===== src/rtl/sequencer_transport.sv =====
// sequencer_transport: tempo-driven step transport plus a single-entry edit buffer feeding the beat model.
// Optional SEQ_SWING_EN: even steps run period+period/8, odd steps period-period/8.
module sequencer_transport #(
  parameter int NUM_BEATS  = 16,
  parameter int BASE_TICKS = 1_500_000,
  parameter int TICK_STEP  = 75_000
) (
  input  logic                         clk,
  input  logic                         rst_n,
  input  logic                         play_toggle,
  input  logic                         stop,
  input  logic [3:0]                   tempo_idx,
  input  logic                         tempo_load,
  input  logic                         edit_valid,
  input  logic [7:0]                   edit_data,
  output logic                         edit_ready,
  output logic [7:0]                   data_in,
  output logic                         data_we,
  output logic [$clog2(NUM_BEATS)-1:0] beat_count,
  output logic                         beat_strobe,
  output logic                         playing
);
`ifdef SEQ_SWING_EN
  localparam int CW = $clog2(BASE_TICKS + (BASE_TICKS >> 3));
`else
  localparam int CW = $clog2(BASE_TICKS);
`endif
  localparam int PW = CW + 1;
  typedef enum logic [1:0] {STOPPED, PLAYING, PAUSED} state_t;
  state_t state, state_nx;
  logic [CW-1:0] cnt, last;
  logic [PW-1:0] period;
  logic [PW-1:0] per_tbl [16];
  logic [3:0] tempo_reg, tempo_pend, pend_nx;
  logic boundary, strobe_nx, commit, full;
  logic [7:0] buffer;
  for (genvar i = 0; i < 16; i++) begin : g_tbl
    assign per_tbl[i] = PW'(BASE_TICKS - i * TICK_STEP);
  end
  assign period = per_tbl[tempo_reg];
`ifdef SEQ_SWING_EN
  assign last = CW'(beat_count[0] ? period - (period >> 3) - 1 : period + (period >> 3) - 1);
`else
  assign last = CW'(period - 1);
`endif
  assign playing    = state == PLAYING;
  assign edit_ready = !full;
  always_comb begin
    boundary  = state == PLAYING && cnt == last;
    pend_nx   = tempo_load ? tempo_idx : tempo_pend;
    state_nx  = stop ? STOPPED : play_toggle ? (state == PLAYING ? PAUSED : PLAYING) : state;
    strobe_nx = !stop && (boundary || (state == STOPPED && play_toggle));
    // a buffered word that was not yet written retries every cycle that carries no step strobe
    commit    = full ? !data_we : edit_valid;
  end
  always_ff @(posedge clk) begin
    if (!rst_n) begin
      state       <= STOPPED;
      cnt         <= '0;
      beat_count  <= '0;
      beat_strobe <= 1'b0;
      tempo_reg   <= '0;
      tempo_pend  <= '0;
      full        <= 1'b0;
      buffer      <= '0;
      data_in     <= '0;
      data_we     <= 1'b0;
    end else begin
      state       <= state_nx;
      beat_strobe <= strobe_nx;
      tempo_pend  <= pend_nx;
      if (state == STOPPED || boundary) tempo_reg <= pend_nx;
      if (stop || state == STOPPED) begin
        cnt        <= '0;
        beat_count <= '0;
      end else if (state == PLAYING) begin
        cnt <= boundary ? '0 : cnt + 1'b1;
        if (boundary) beat_count <= beat_count + 1'b1;
      end
      full    <= full ? !data_we : edit_valid;
      if (!full) buffer <= edit_data;
      data_we <= commit && !strobe_nx;
      if (commit && !strobe_nx) data_in <= full ? buffer : edit_data;
    end
  end
endmodule


===== config.mk =====
export PLATFORM = sky130hd
export DESIGN_NAME = sequencer_transport
export DESIGN_NICKNAME = d
export VERILOG_FILES = /design/src/rtl/sequencer_transport.sv
export SDC_FILE = /design/constraint.sdc
export NUM_CORES = 1
export LEC_CHECK = 0
export CAP_MARGIN = 25
export CORE_AREA = 2 2 75 113
export DETAILED_ROUTE_END_ITERATION = 8
export DIE_AREA = 0 0 77 115
export DONT_BUFFER_PORTS = 1
export PLACE_DENSITY = 0.59
export SETUP_SLACK_MARGIN = 0.1
export SKIP_LAST_GASP = 1
export SYNTH_ARGS = -nofsm -noshare
export SYNTH_HDL_FRONTEND = slang
export SYNTH_SLANG_ARGS = --single-unit

===== constraint.sdc =====
create_clock -name clk -period 4.15 [get_ports clk]
set_input_delay 1.245 -clock clk [delete_from_list [all_inputs] [get_ports clk]]
set_output_delay 1.245 -clock clk [all_outputs]
set_load 0.005 [all_outputs]

Yosys cells after proc, flatten, opt, wreduce, memory -nomap -nowiden
Memories as Yosys holds them, arrays and structs flattened.
Index checks and enable logic that the tools add are counted.
{ "totals": {"regBits": 54, "romBits": 352, "input_bits": 18, "out_inout_bits": 16, "word_cells": 41, "n_memories": 1} }
{ "classes": {"n_addsub": 3, "order_cmp": 1, "n_eq_ne": 2, "mux": 7, "bitwise_logic": 2, "reduce_logical": 15} }
{ "mem_list": {"columns": ["name", "depth", "word_bits", "rd", "rd_clocked_by_memory_dff", "write_ports", "line", "text"], "rows": [
  ["(name not given)", 16, 22, 1, 0, 0, "40", "assign period = per_tbl[tempo_reg];"]
]} }
{ "op_table": {"columns": ["op", "count"], "rows": [
  ["$mux 21", 3],
  ["$add 21x1->21 const B", 1],
  ["$eq 21x21->1", 1],
  ["$sub 21x1->21 const B", 1],
  ["$mux 8", 1],
  ["$ge 5x5->1 const B", 1],
  ["$not 4->5", 1],
  ["$add 4x1->4 const B", 1],
  ["$logic_and 1x1->1", 4],
  ["$logic_not 1->1", 4],
  ["$mux 4", 1],
  ["$reduce_or 2->1", 2],
  ["$logic_or 1x1->1", 3],
  ["$eq 2x1->1 const B", 1],
  ["$logic_not 2->1", 1],
  ["$mux 2", 1],
  ["$reduce_and 2->1", 1],
  ["$mux 1", 1],
  ["$not 1->1", 1]
]} }

Depth between registers and ports, before layout
Gate-level depths: netlist of the first run.
{ "depth": {"depth_word": 11, "depth_mapped": 13, "depth_no_buf": 10} }

Least setup slack after synthesis of the first run
OpenSTA, ideal clock, no wires.
{ "synth_path": {"path_kind": "reg-to-reg", "start": "register tempo_reg[0]", "end": "register cnt[8]", "setup_ps": 115, "t_arrival_ps": 3243, "required_time_ps": 4035, "path_slack_ps": 792, "stages_incl_launch_ff": 14, "path_buffers": 3, "synth_period_minus_slack_ps": 3358, "cell_sequence": "dfxtp_1 -> buf_2 -> inv_1 -> ha_1 -> mux2_2 -> and3_1 -> or4_1 -> nor4_1 -> o32ai_1 -> nor4_4 -> a21o_1 -> buf_4 -> buf_4 -> nor2_1"} }
{ "synth_between": {"elab_chain_cells": 8} }
{ "synth_lines": {"columns": ["element", "line", "text"], "rows": [
  ["start, declared", "34", "logic [3:0] tempo_reg, tempo_pend, pend_nx;"],
  ["start signal, assigned", "72", "if (state == STOPPED || boundary) tempo_reg <= pend_nx;"],
  ["$not 4->5 (not written as such)", "40", null],
  ["$mem_v2 16x22", null, null],
  ["$mux 21 (not written as such) (2 in a row)", "40", null],
  ["$sub 21x1->21", "44", "assign last = CW'(period - 1);"],
  ["$eq 21x21->1", "49", "boundary = state == PLAYING && cnt == last;"],
  ["$logic_and 1x1->1", "49", null],
  ["$mux 21", "77", "cnt <= boundary ? '0 : cnt + 1'b1;"],
  ["end signal, assigned", "77", null],
  ["end, declared", "31", "logic [CW-1:0] cnt, last;"]
]} }
Every way passes these cells. The select of a mux whose other input is x is not followed.
A chain may end at the register's enable or synchronous reset.

Worst setup path in the final report of the first run
{ "layout_path": {"start": "register tempo_reg[1]", "end": "register beat_count[1]"} }
{ "layout_between": {"elab_chain_cells": 8} }
{ "layout_lines": {"columns": ["element", "line", "text"], "rows": [
  ["$not 4->5 (not written as such)", "40", null],
  ["$mem_v2 16x22", null, null],
  ["$mux 21 (not written as such) (2 in a row)", "40", null],
  ["$sub 21x1->21", "44", null],
  ["$eq 21x21->1", "49", null],
  ["$logic_and 1x1->1", "49", null],
  ["$reduce_and 2->1 (no line)", null, null],
  ["end signal, assigned", "78", "if (boundary) beat_count <= beat_count + 1'b1;"],
  ["end, declared", "19", "output logic [$clog2(NUM_BEATS)-1:0] beat_count,"]
]} }
Every way passes these cells. The select of a mux whose other input is x is not followed.

==> results of run 1 <==
-- cells in the final DEF, fill, tap and decap left out, drive strengths merged, types with 12 or more instances in the layout --
| cell type | count |
|---|---|
| nor2 | 47 |
| mux2i | 12 |
| nor2b | 14 |
| nand2 | 56 |
| inv | 17 |
| xor2 | 19 |
| dfxtp | 54 |
| ha | 15 |
| nand3 | 19 |
| xnor2 | 12 |
-- synth_stat cells (2+ instances only) --
master	number	share of area (%)
o21a_1	2	0.44
buf_2	9	1.3
nor2b_1	14	2.5
mux2_2	9	2.9
o31ai_1	7	1.5
nor3_1	7	1.0
a31oi_1	11	2.0
inv_1	16	1.7
a21o_1	3	0.65
o22ai_1	8	1.5
a22oi_1	4	0.87
ha_1	15	5.4
mux2i_1	12	3.5
and2_1	8	1.5
or4_1	4	0.87
or3_1	6	1.1
dfxtp_1	54	31
o21ba_2	9	2.6
o21ai_0	9	1.3
nand2_1	56	6.1
a21oi_1	11	1.6
nand3_1	19	2.8
nand2b_1	7	1.3
xor2_1	19	4.8
nor4_1	4	0.73
nor2_1	47	5.1
clkbuf_1	14	1.5
nand4_1	7	1.3
xnor2_1	12	3.1
buf_1	2	0.22
and3_1	6	1.1
a2bb2oi_1	2	0.51
buf_4	2	0.44
-- cell families after synthesis --
group | Yosys count | share of synthesized area (%)
and+or+nand+nor | 191 | 27.09
AOI/OAI and AO/OA | 78 | 15.90
DFF | 54 | 31.37
buffers and inverters | 43 | 5.229
xor gates and xnor gates | 31 | 7.879
muxes | 22 | 7.081
adders and majority gates | 15 | 5.447
-- area by class of cell --
class / instances / area, um2
timing repair buffer: 6 / 45.04
tap: 105 / 131.4
fill: 826 / 4249
clock buffer: 6 / 138.9
sequential: 54 / 1081
inverter: 16 / 60.06
clock inverter: 2 / 16.27
multi-input combinational: 337 / 2186
-- stage by stage --
| stage | util [%] | instance area (um2) | power [mW] |
|---|---|---|---|
| after global routing | 46.27 | 3659 | 1.276 |
| final | 46.27 | 3659 | 1.215 |
| after floorplan | - | 3446 | 0.7495 |
| after detailed placement | 44.29 | 3502 | 0.7905 |
| after CTS | 46.25 | 3657 | 1.233 |
| after global placement | 44.29 | 3502 | 0.7870 |
-- metal layers --
layer / routed length (um) / track usage [%]
met1: 3003 / 18.28
met2: 4504 / 38.30
met3: 274 / 3.768
met4: 214 / 8.690
met5: 0 / 0
-- worst min path at each step --
stage / cells after the start / slack (ns) / startpoint / end
6_report: 2 / 0.50 / cnt[1] / cnt[1]
5_1_grt: 2 / 0.54 / cnt[1] / cnt[1]
4_1_cts: 2 / 0.51 / cnt[1] / cnt[1]
3_5_place_dp: 2 / 0.50 / cnt[1] / cnt[1]
3_3_place_gp: 2 / 0.49 / cnt[1] / cnt[1]
2_1_floorplan: 2 / 0.46 / beat_count[3] / beat_count[3]
-- where the power goes --
group          total, mW  leakage (nW)  switching [mW]  internal [mW]
Clock              0.438        0.0735           0.195          0.243
Sequential         0.567         0.441          0.0224          0.545
Combinational      0.210         0.906           0.120         0.0905
Total               1.21          1.42           0.337          0.878
-- worst register-to-register path, stage by stage, from the launching register on --
cell	delay, ns
dfxtp_1	0.50
inv_1	0.19
ha_1	0.39
mux2_2	0.34
and3_1	0.19
or4_1	0.51
nor4_1	0.27
o32ai_1	0.16
nor4_4	0.26
buf_4	0.21
and2_1	0.38
mux2i_1	0.22
==> run_results.csv, run 1 <==
group,metric,value,unit
sta,worst_slack,0.4664,ns
clocking,cts_resized,0,
setup_path,crit_start,"tempo_reg[1]",
sta,fin_crit_sh,88.76,%
cells_and_area,syn2layout_area_growth,6.173,%
clocking,cts_tree,"done",
setup_path,cp.depth,11,
routing,wl,7997,um
setup_path,critPathSlowestCell,"or4_1",
synth,synth.avg_cell_area,7.940,um2
setup_path,path_cells,"inv_1, ha_1, mux2_2, and3_1, or4_1, nor4_1, o32ai_1, nor4_4, buf_4, and2_1, mux2i_1",
cells_and_area,drive_above_1_share,8.789,%
routing,firstDrtPassIters,4,
synth,yosys_warnings,0,
clocking,cts_buffers,5,
cells_and_area,max_flop_register,"cnt",
sta,drv_slew,0,
clocking,clk_pin_slew,0.07,ns
clocking,holdBufCountCts,0,
setup_path,crit_type,"reg2reg",
synth,async_flop_share,0,%
setup_path,worstPathRequired,4.38,ns
setup_path,path_delay_family,"simple AND/OR/NAND/NOR gates",
synth,netlist_area,3446,um2
die,chipHeight,115,um
die,core_area,7908,um2
routing,remaining_drc_errors,0,
sta,final-hold-violation-count,0,
global_route,grt_max_degree,28,
routing,ant_nets,0,
power,pwr_density_cell,332.0,nW/um2
cells_and_area,final_nets,453,
placed_design,place.gp.congestion,0.8626,
global_route,grt_pass1_wl,13380,um
die,die_w,77,um
setup_path,max_stage_delay,0.51,ns
synth,ys_ff_latch,54,
synth,synth_nets,467,
setup_path,path_buf_inv,2,
sta,relSlewSlack,47.41,%
cells_and_area,diodes,0,
min_path,hold_class,"reg2reg",
global_route,grt_pass1_vias,2884,
sta,period_needed,3.684,ns
global_route,antenna_found_initial,0,
synth,synthFlopType,"dfxtp_1",
routing,dr_total_vias,2859,
clocking,ctsLongestPathBuffers,2,
setup_path,cp-start-kind,"flop",
sta,fin_hold_ws,0.5025,ns
die,row_count,40,
sta,setup_viol,0,
setup_path,cp-end-kind,"flop",
clocking,clk_latency,0.30,ns
setup_path,r2r_start,"tempo_reg[1]",
sta,tightestPinTransition,0.7860,ns
run_status,status,"completed",
routing,first_iter_violations,156,
die,pin_count,34,
clocking,cts_root_buffer,"clkbuf_16",
placed_design,place_ws,0.3918,ns
clocking,htree_num_levels,2,
sta,finalClockSkew,0.007853,ns
setup_path,rr_worst_depth,11,
cells_and_area,largest_reg_flops,21,
cells_and_area,top_regs,"cnt: 21 flops, buffer: 8 flops, data_in: 8 flops",
setup_path,cp.arrival,3.91,ns
setup_path,r2r_slack,0.47,ns
die,die_area,8855,um2
setup_path,r2r_end,"beat_count[1]",
setup_path,endpoint,"beat_count[1]",
global_route,grt_use_total,19.01,%
die,start_util,43.58,%
setup_path,crit_fanout,11,
sta,fmax,271.5,MHz
synth,synth.distinct_cells,52,
flow_run,drv_cap,0,
synth,ys_seq_area_share,31.37,%
routing,post_drt_wl_per_cell,15.20,um
sta,fin_tns_setup,0,ns
power,vdd_drop_max,0.3101,mV
synth,synth_cells,434,
routing,avgViaCountPerCell,5.435,
clocking,cts_setup_buffers,0,
placed_design,dp_hpwl,6211,um
synth,synth_edf_count,0,
clocking,cts.sinks,54,
placed_design,placed_cells,518,
sta,rsz0062_at_grt,"false",
placed_design,io_buffers,0,
cells_and_area,final_cells,526,
global_route,overflow,0,
power,p_leak,1.421,nW
(Power assumes the default switching activity.)
==> run 2, diff against run 1 <==
--- a/config.mk
+++ b/config.mk
@@ -13,6 +13,7 @@
 export PLACE_DENSITY = 0.59
 export SETUP_SLACK_MARGIN = 0.1
 export SKIP_LAST_GASP = 1
+export SLEW_MARGIN = 5
 export SYNTH_ARGS = -nofsm -noshare
 export SYNTH_HDL_FRONTEND = slang
 export SYNTH_SLANG_ARGS = --single-unit
==> results of run 2 <==
Same layout as run 1: the final DEF is identical, and so are final timing and power.
